### src/rtl/regfile_pkg.sv
// Shared types and defaults for the multi-port integer register file.
// Optional same-cycle write-back bypass is enabled by defining REGFILE_BYPASS_EN.
package regfile_pkg;

  localparam int XLEN_DEF = 32;
  localparam int NREG_DEF = 32;
  localparam int AW_DEF   = $clog2(NREG_DEF);

  typedef logic [AW_DEF-1:0]   reg_idx_t;
  typedef logic [XLEN_DEF-1:0] xdata_t;

  localparam reg_idx_t REG_ZERO = '0;

endpackage

### src/rtl/regfile_mp_if.sv
// Issue/write-back bus of regfile_mp: operand reads, destination allocation and write-back.
// The master side is decode/issue plus write-back; the slave side is the register file.
interface regfile_mp_if #(
  parameter int XLEN = 32,
  parameter int NREG = 32,
  parameter int NRD  = 2
);
  localparam int AW = $clog2(NREG);

  logic [NRD*AW-1:0]   rd_addr;
  logic [NRD*XLEN-1:0] rd_data;
  logic [NRD-1:0]      rd_busy;

  logic                alloc_valid;
  logic [AW-1:0]       alloc_addr;
  logic                alloc_ready;

  logic                wb_valid;
  logic [AW-1:0]       wb_addr;
  logic [XLEN-1:0]     wb_data;
  logic                wb_ready;
  logic                wb_comp;
  logic [AW-1:0]       wb_comp_addr;
  logic                wb_err;

  modport master (
    output rd_addr, alloc_valid, alloc_addr, wb_valid, wb_addr, wb_data,
    input  rd_data, rd_busy, alloc_ready, wb_ready, wb_comp, wb_comp_addr, wb_err
  );

  modport slave (
    input  rd_addr, alloc_valid, alloc_addr, wb_valid, wb_addr, wb_data,
    output rd_data, rd_busy, alloc_ready, wb_ready, wb_comp, wb_comp_addr, wb_err
  );

endinterface

### src/rtl/regfile_mp_scoreboard.sv
// Pending-write scoreboard: one busy bit per register, WAW-guarded allocation,
// write-back completion pulse and sticky stray-write-back error.
module reg_scoreboard
  import regfile_pkg::*;
#(
  parameter  int NREG = NREG_DEF,
  localparam int AW   = $clog2(NREG)
) (
  input  logic            clk,
  input  logic            rst,
  input  logic            alloc_valid,
  input  logic [AW-1:0]   alloc_addr,
  output logic            alloc_ready,
  input  logic            wb_valid,
  input  logic [AW-1:0]   wb_addr,
  output logic            wb_comp,
  output logic [AW-1:0]   wb_comp_addr,
  output logic            wb_err,
  output logic [NREG-1:0] busy
);

  localparam logic [AW-1:0] ZERO_IDX = AW'(REG_ZERO);

  logic [NREG-1:0] busy_q;
  logic [NREG-1:0] busy_d;
  logic            alloc_fire;
  logic            wb_stray;

  // A write-back landing this cycle frees the register, so a new producer may claim it.
  assign alloc_ready = !busy_q[alloc_addr] || (wb_valid && wb_addr == alloc_addr);
  assign alloc_fire  = alloc_valid && alloc_ready && alloc_addr != ZERO_IDX;
  assign wb_stray    = wb_valid && wb_addr != ZERO_IDX && !busy_q[wb_addr];
  assign busy        = busy_q;

  // NOTE: every always_comb output gets a full default first, so no latch is inferred.
  always_comb begin
    busy_d = busy_q;
    if (wb_valid)   busy_d[wb_addr]    = 1'b0;
    if (alloc_fire) busy_d[alloc_addr] = 1'b1;  // set after clear: the new producer wins
    busy_d[0] = 1'b0;
  end

  // NOTE: sequential state uses non-blocking assignments only, so every flop samples pre-edge values.
  always_ff @(posedge clk) begin
    if (rst) begin
      busy_q       <= '0;
      wb_comp      <= 1'b0;
      wb_comp_addr <= '0;
      wb_err       <= 1'b0;
    end else begin
      busy_q  <= busy_d;
      wb_comp <= wb_valid;
      if (wb_valid) wb_comp_addr <= wb_addr;
      if (wb_stray) wb_err       <= 1'b1;
    end
  end

endmodule

### src/rtl/regfile_mp.sv
// Multi-read-port integer register file with pending-write scoreboard.
// Define REGFILE_BYPASS_EN to forward a same-cycle write-back to matching read ports.
module regfile_mp
  import regfile_pkg::*;
#(
  parameter  int XLEN = XLEN_DEF,
  parameter  int NREG = NREG_DEF,
  parameter  int NRD  = 2,
  localparam int AW   = $clog2(NREG)
) (
  input  logic      clk,
  input  logic      rst,
  regfile_mp_if.slave bus
);

  localparam logic [AW-1:0] ZERO_IDX = AW'(REG_ZERO);

  logic [XLEN-1:0] regs [NREG];
  logic [NREG-1:0] busy;

  reg_scoreboard #(.NREG(NREG)) u_scoreboard (
    .clk          (clk),
    .rst          (rst),
    .alloc_valid  (bus.alloc_valid),
    .alloc_addr   (bus.alloc_addr),
    .alloc_ready  (bus.alloc_ready),
    .wb_valid     (bus.wb_valid),
    .wb_addr      (bus.wb_addr),
    .wb_comp      (bus.wb_comp),
    .wb_comp_addr (bus.wb_comp_addr),
    .wb_err       (bus.wb_err),
    .busy         (busy)
  );

  assign bus.wb_ready = 1'b1;

  // NOTE: the array is reset explicitly because a reset must leave every register reading 0;
  // this keeps it in flops rather than a RAM macro.
  always_ff @(posedge clk) begin
    if (rst) begin
      for (int i = 0; i < NREG; i++) regs[i] <= '0;
    end else if (bus.wb_valid && bus.wb_addr != ZERO_IDX) begin
      regs[bus.wb_addr] <= bus.wb_data;
    end
  end

  for (genvar k = 0; k < NRD; k++) begin : g_rd
    logic [AW-1:0] addr;
    logic          hit;

    assign addr = bus.rd_addr[k*AW +: AW];
`ifdef REGFILE_BYPASS_EN
    assign hit = bus.wb_valid && bus.wb_addr == addr && addr != ZERO_IDX;
`else
    assign hit = 1'b0;
`endif
    // x0 is never written, so its stored value is the constant 0.
    assign bus.rd_data[k*XLEN +: XLEN] = hit ? bus.wb_data : regs[addr];
    assign bus.rd_busy[k]              = hit ? 1'b0 : busy[addr];
  end

endmodule

### src/flat_wrapper.sv
// flat-port wrapper written by rule: the top's interface ports become plain ports
module regfile_mp_flat import regfile_pkg::*;
#(
  parameter  int XLEN = XLEN_DEF,
  parameter  int NREG = NREG_DEF,
  parameter  int NRD  = 2,
  localparam int AW   = $clog2(NREG)
)
  (clk, rst, bus_rd_addr, bus_alloc_valid, bus_alloc_addr, bus_wb_valid, bus_wb_addr, bus_wb_data, bus_rd_data, bus_rd_busy, bus_alloc_ready, bus_wb_ready, bus_wb_comp, bus_wb_comp_addr, bus_wb_err);
  regfile_mp_if #(.XLEN(XLEN), .NREG(NREG), .NRD(NRD)) bus_i ();
  input  logic clk;
  input  logic rst;
  input wire logic [$bits(bus_i.rd_addr)-1:0] bus_rd_addr;
  input wire logic [$bits(bus_i.alloc_valid)-1:0] bus_alloc_valid;
  input wire logic [$bits(bus_i.alloc_addr)-1:0] bus_alloc_addr;
  input wire logic [$bits(bus_i.wb_valid)-1:0] bus_wb_valid;
  input wire logic [$bits(bus_i.wb_addr)-1:0] bus_wb_addr;
  input wire logic [$bits(bus_i.wb_data)-1:0] bus_wb_data;
  output wire logic [$bits(bus_i.rd_data)-1:0] bus_rd_data;
  output wire logic [$bits(bus_i.rd_busy)-1:0] bus_rd_busy;
  output wire logic [$bits(bus_i.alloc_ready)-1:0] bus_alloc_ready;
  output wire logic [$bits(bus_i.wb_ready)-1:0] bus_wb_ready;
  output wire logic [$bits(bus_i.wb_comp)-1:0] bus_wb_comp;
  output wire logic [$bits(bus_i.wb_comp_addr)-1:0] bus_wb_comp_addr;
  output wire logic [$bits(bus_i.wb_err)-1:0] bus_wb_err;
  assign bus_i.rd_addr = bus_rd_addr;
  assign bus_i.alloc_valid = bus_alloc_valid;
  assign bus_i.alloc_addr = bus_alloc_addr;
  assign bus_i.wb_valid = bus_wb_valid;
  assign bus_i.wb_addr = bus_wb_addr;
  assign bus_i.wb_data = bus_wb_data;
  assign bus_rd_data = bus_i.rd_data;
  assign bus_rd_busy = bus_i.rd_busy;
  assign bus_alloc_ready = bus_i.alloc_ready;
  assign bus_wb_ready = bus_i.wb_ready;
  assign bus_wb_comp = bus_i.wb_comp;
  assign bus_wb_comp_addr = bus_i.wb_comp_addr;
  assign bus_wb_err = bus_i.wb_err;
  regfile_mp #(.XLEN(XLEN), .NREG(NREG), .NRD(NRD)) u_core (.clk(clk), .rst(rst), .bus(bus_i));
endmodule
### config.mk
export PLATFORM = sky130hd
export DESIGN_NAME = regfile_mp_flat
export DESIGN_NICKNAME = d
export VERILOG_FILES = /design/src/rtl/regfile_pkg.sv /design/src/rtl/regfile_mp_if.sv /design/src/rtl/regfile_mp_scoreboard.sv /design/src/rtl/regfile_mp.sv /design/src/flat_wrapper.sv
export SDC_FILE = /design/constraint.sdc
export NUM_CORES = 2
export LEC_CHECK = 0
export ABC_AREA = 1
export BUFFER_PORTS_ARGS = -buffer_cell sky130_fd_sc_hd__buf_4
export CAP_MARGIN = 20
export CORE_UTILIZATION = 45
export CTS_CLUSTER_SIZE = 25
export DETAILED_ROUTE_END_ITERATION = 7
export HOLD_SLACK_MARGIN = 0.06
export PLACE_DENSITY = 0.7
export SYNTH_ARGS = -nofsm -noshare
export SYNTH_HDL_FRONTEND = slang
export SYNTH_HIERARCHICAL = 1
export SYNTH_SLANG_ARGS = --single-unit
### constraint.sdc
create_clock -name clk -period 2.8 [get_ports clk]
set_input_delay 0.28 -clock clk [delete_from_list [all_inputs] [get_ports clk]]
set_output_delay 0.28 -clock clk [all_outputs]
set_load 0.05 [all_outputs]
==> flow_summary.toml <==
[setup_path]
end_kind = "output port"
crit_path_frequent_cell = "nand2_1"
crit_end = "bus_rd_busy[0]"
cp.arrival_ns = 2.32
r2r_end = "u_core/u_scoreboard/busy[2]"
worst-path-max-fanout = 5
critPathRequiredTime_ns = 2.52
critPathKind = "reg2out"
r2r_setup_slack_ns = 0.60
crit_chain = "nand2_1 -> nand3_1 -> nand3_1 -> nand2_1 -> nand2_1 -> nand2_1 -> nand2_1 -> nand2_1 -> buf_4"
cp-start-kind = "flip-flop"
r2r-start = "u_core/u_scoreboard/busy[30]"
cp_slowest_cell = "dfxtp_1"
reg2regPathDepth = 13
critPathLaunch = "u_core/u_scoreboard/busy[15]"
cpPeakStageDelay_ns = 0.44

[logic_synthesis]
ys_types = 24
synthArstFlopShare_pct = 0
synth_edf_count = 1024
syn_area_per_cell_um2 = 7.73
ys_seq_elements = 1062
yosysWarnings = 6
syn-instance-count = 7729
synth_flop_cell = "edfxtp_1"
synth-seq-area-share_pct = 52.7
syn_area_um2 = 59800

[power]
pwr_density_cell_nw_per_um2 = 606
p_leak_nw = 28.2
swShare_pct = 28.7
power.clock.fraction_pct = 38.2
p_int_mw = 28.8
pwr-share-seq_pct = 46.4
vdd_drop_max_uv = 533
combPwrFrac_pct = 15.4
p_switching_mw = 11.6
p_total_mw = 40.4

[routing]
routed-via-count = 58500
via_per_inst = 6.17
routed_wl_mm = 236
first_iter_violations = 10700
firstDrtPassIters = 8
drc = 13
wl_per_cell_um = 24.9
ant_nets = 0

[floorplanning]
die_area_um2 = 134000
die_w_um = 366
die_h_um = 366
initial_core_util_pct = 45.4
rows = 133
num_io_pins = 131
core-area_um2 = 132000

[sta]
hold_viol = 0
clock-skew-final_ns = 0.0286
rsz0062_at_grt = "false"
drv_slew = 0
setup-tns-final_ns = 0
worst_pin_slew_ns = 1.04
setup_viol = 0
fin_crit_ns = 2.60
max_freq_mhz = 384
fin_crit_sh_pct = 92.9
slew_headroom_pct = 30.8

[clocking]
cts_tree = "done"
numCtsBuffers = 116
cts-resized-gates = 0
clk_latency_ns = 0.76
clk_path_buf_depth = 3
htreeDepth = 3
cts-root-buf = "clkbuf_16"
clkTransAtPathRegs_ns = 0.06
cts.sinks = 1062

[finish]
nets = 7674
drive_gt1_share_pct = 8.04
area_growth_pct = 11.5
design_area_um2 = 66600
final_core_util_pct = 50.6

[global_route]
grt_usage_pct = 33.8
grt_pass1_wl_mm = 342
antenna_found_initial = 3
grt_pass1_vias = 54800
overflow = 0
grt_max_degree = 123

[flow_run]
max_cap_violations = 0

[placed_design]
routabilityCongestion = 0.920
dp_hpwl_mm = 134
placed_area_um2 = 62700
portBuffers = 129

[worst_hold_path]
hold_path_class = "in2reg"
worstHoldStart = "bus_wb_data[11]"

[run_status]
status = "finished, violations left"
violations = "DRC"
## placed cells by master, fill, tap and decap left out, types with 12 or more instances in the layout
master | synthesis | layout
clkbuf_1 | 214 | 23
dlygate4sd3_1 | 0 | 17
bufinv_16 | 0 | 13
conb_1 | 3 | 34
clkinv_2 | 0 | 17
inv_1 | 77 | 71
clkinv_1 | 3 | 32
nand2_1 | 3138 | 3076
buf_12 | 0 | 76
dfxtp_1 | 38 | 38
a22oi_1 | 12 | 12
nand3_1 | 1593 | 1593
nor2_1 | 1035 | 1035
edfxtp_1 | 1024 | 1024
nand2_2 | 1 | 63
a21oi_1 | 37 | 37
clkbuf_16 | 0 | 118
nand4_1 | 36 | 36
buf_4 | 76 | 304
o21ai_0 | 33 | 33
nor3_1 | 22 | 22
## timing repair
| item | CTS | global route |
|---|---|---|
| endpoints found under the hold margin | 48 | 0 |
| buffers inserted | 0 | 0 |
| hold buffers | 17 | 0 |
## cell families (layout without fill, tap and decap cells)
group	count (synthesis)	after routing	synth area share (%)
and+or+nand+nor	5826	5826	40.1
buffers and inverters	748	699	6.31
AOI/OAI and AO/OA	90	90	0.825
DFF	1062	1062	52.7
other	3	35	0.0188
## critical path: cells and delay by family, from the launching register on
kind | cells | cell delay, ns
AND/OR/NAND/NOR | 8 | 0.88
flip-flops | 1 | 0.44
buffers and inverters | 1 | 0.26
## worst min-delay path by stage
stage | to | slack [ns] | cells past startpoint
after floorplan | u_core/u_scoreboard/wb_comp_addr[0] | 0.43 | 2
after global placement | u_core/u_scoreboard/wb_err | 0.44 | 2
after detailed placement | u_core/u_scoreboard/wb_err | 0.45 | 2
after CTS | u_core/regs[10][10] | 0.07 | 4
after global routing | u_core/regs[15][10] | 0.11 | 4
final | u_core/regs[19][11] | 0.1 | 4
## power groups by stage
stage	clock, mW	combinational, mW	sequential (mW)
after floorplan	0	3.78	18.9
after global placement	0	5.89	19.0
after detailed placement	0	5.97	19.0
after CTS	15.4	6.01	18.7
after global routing	16.0	6.55	18.8
final	15.4	6.23	18.7
## sequential cells by signal, summed over array words and instances, names as in the netlist
name / count
u_core/regs: 1024
u_core/u_scoreboard/busy: 31
u_core/u_scoreboard/wb_comp_addr: 5
u_core/u_scoreboard/wb_comp: 1
u_core/u_scoreboard/wb_err: 1
## per-stage QoR
stage                     setup slack (ns)  hold slack [ns]  cells
after detailed placement             0.431            0.445   9238
after global routing                 0.140            0.113   9467
after floorplan                      0.678            0.429   7760
after global placement               0.441            0.443   9238
final                                0.197           0.0983   9467
after CTS                            0.206           0.0700   9466
## synth_stat cells (33+ instances only)
cell type / n / area (um^2)
nand2_1: 3138 / 11800
clkbuf_1: 214 / 803
buf_4: 76 / 571
edfxtp_1: 1024 / 30700
nand3_1: 1593 / 7970
nand4_1: 36 / 225
buf_2: 264 / 1320
o21ai_0: 33 / 165
a21oi_1: 37 / 185
nor2_1: 1035 / 3880
buf_6: 46 / 518
inv_1: 77 / 289
dfxtp_1: 38 / 761
buf_1: 63 / 236
## metal layers
layer / track usage (%) / vias up / share of wire [%]
li1: - / 25200 / -
met1: 43.2 / 27100 / 35
met5: 0 / - / 0
met4: 20.2 / 0 / 6.4
met3: 9.54 / 1049 / 16
met2: 51.1 / 5115 / 43
## final cells by class
| type | instances | area (um^2) |
|---|---|---|
| Clock inverter | 70 | 703 |
| Sequential cell | 1062 | 31500 |
| Timing Repair Buffer | 403 | 4060 |
| Clock buffer | 141 | 3040 |
| Multi-Input combinational cell | 5950 | 24800 |
| Fill cell | 12200 | 65000 |
| Inverter | 85 | 362 |
| Antenna cell | 1 | 2.50 |
| Tap cell | 1755 | 2200 |
No activity file was read; power rests on OpenSTA's default activity.
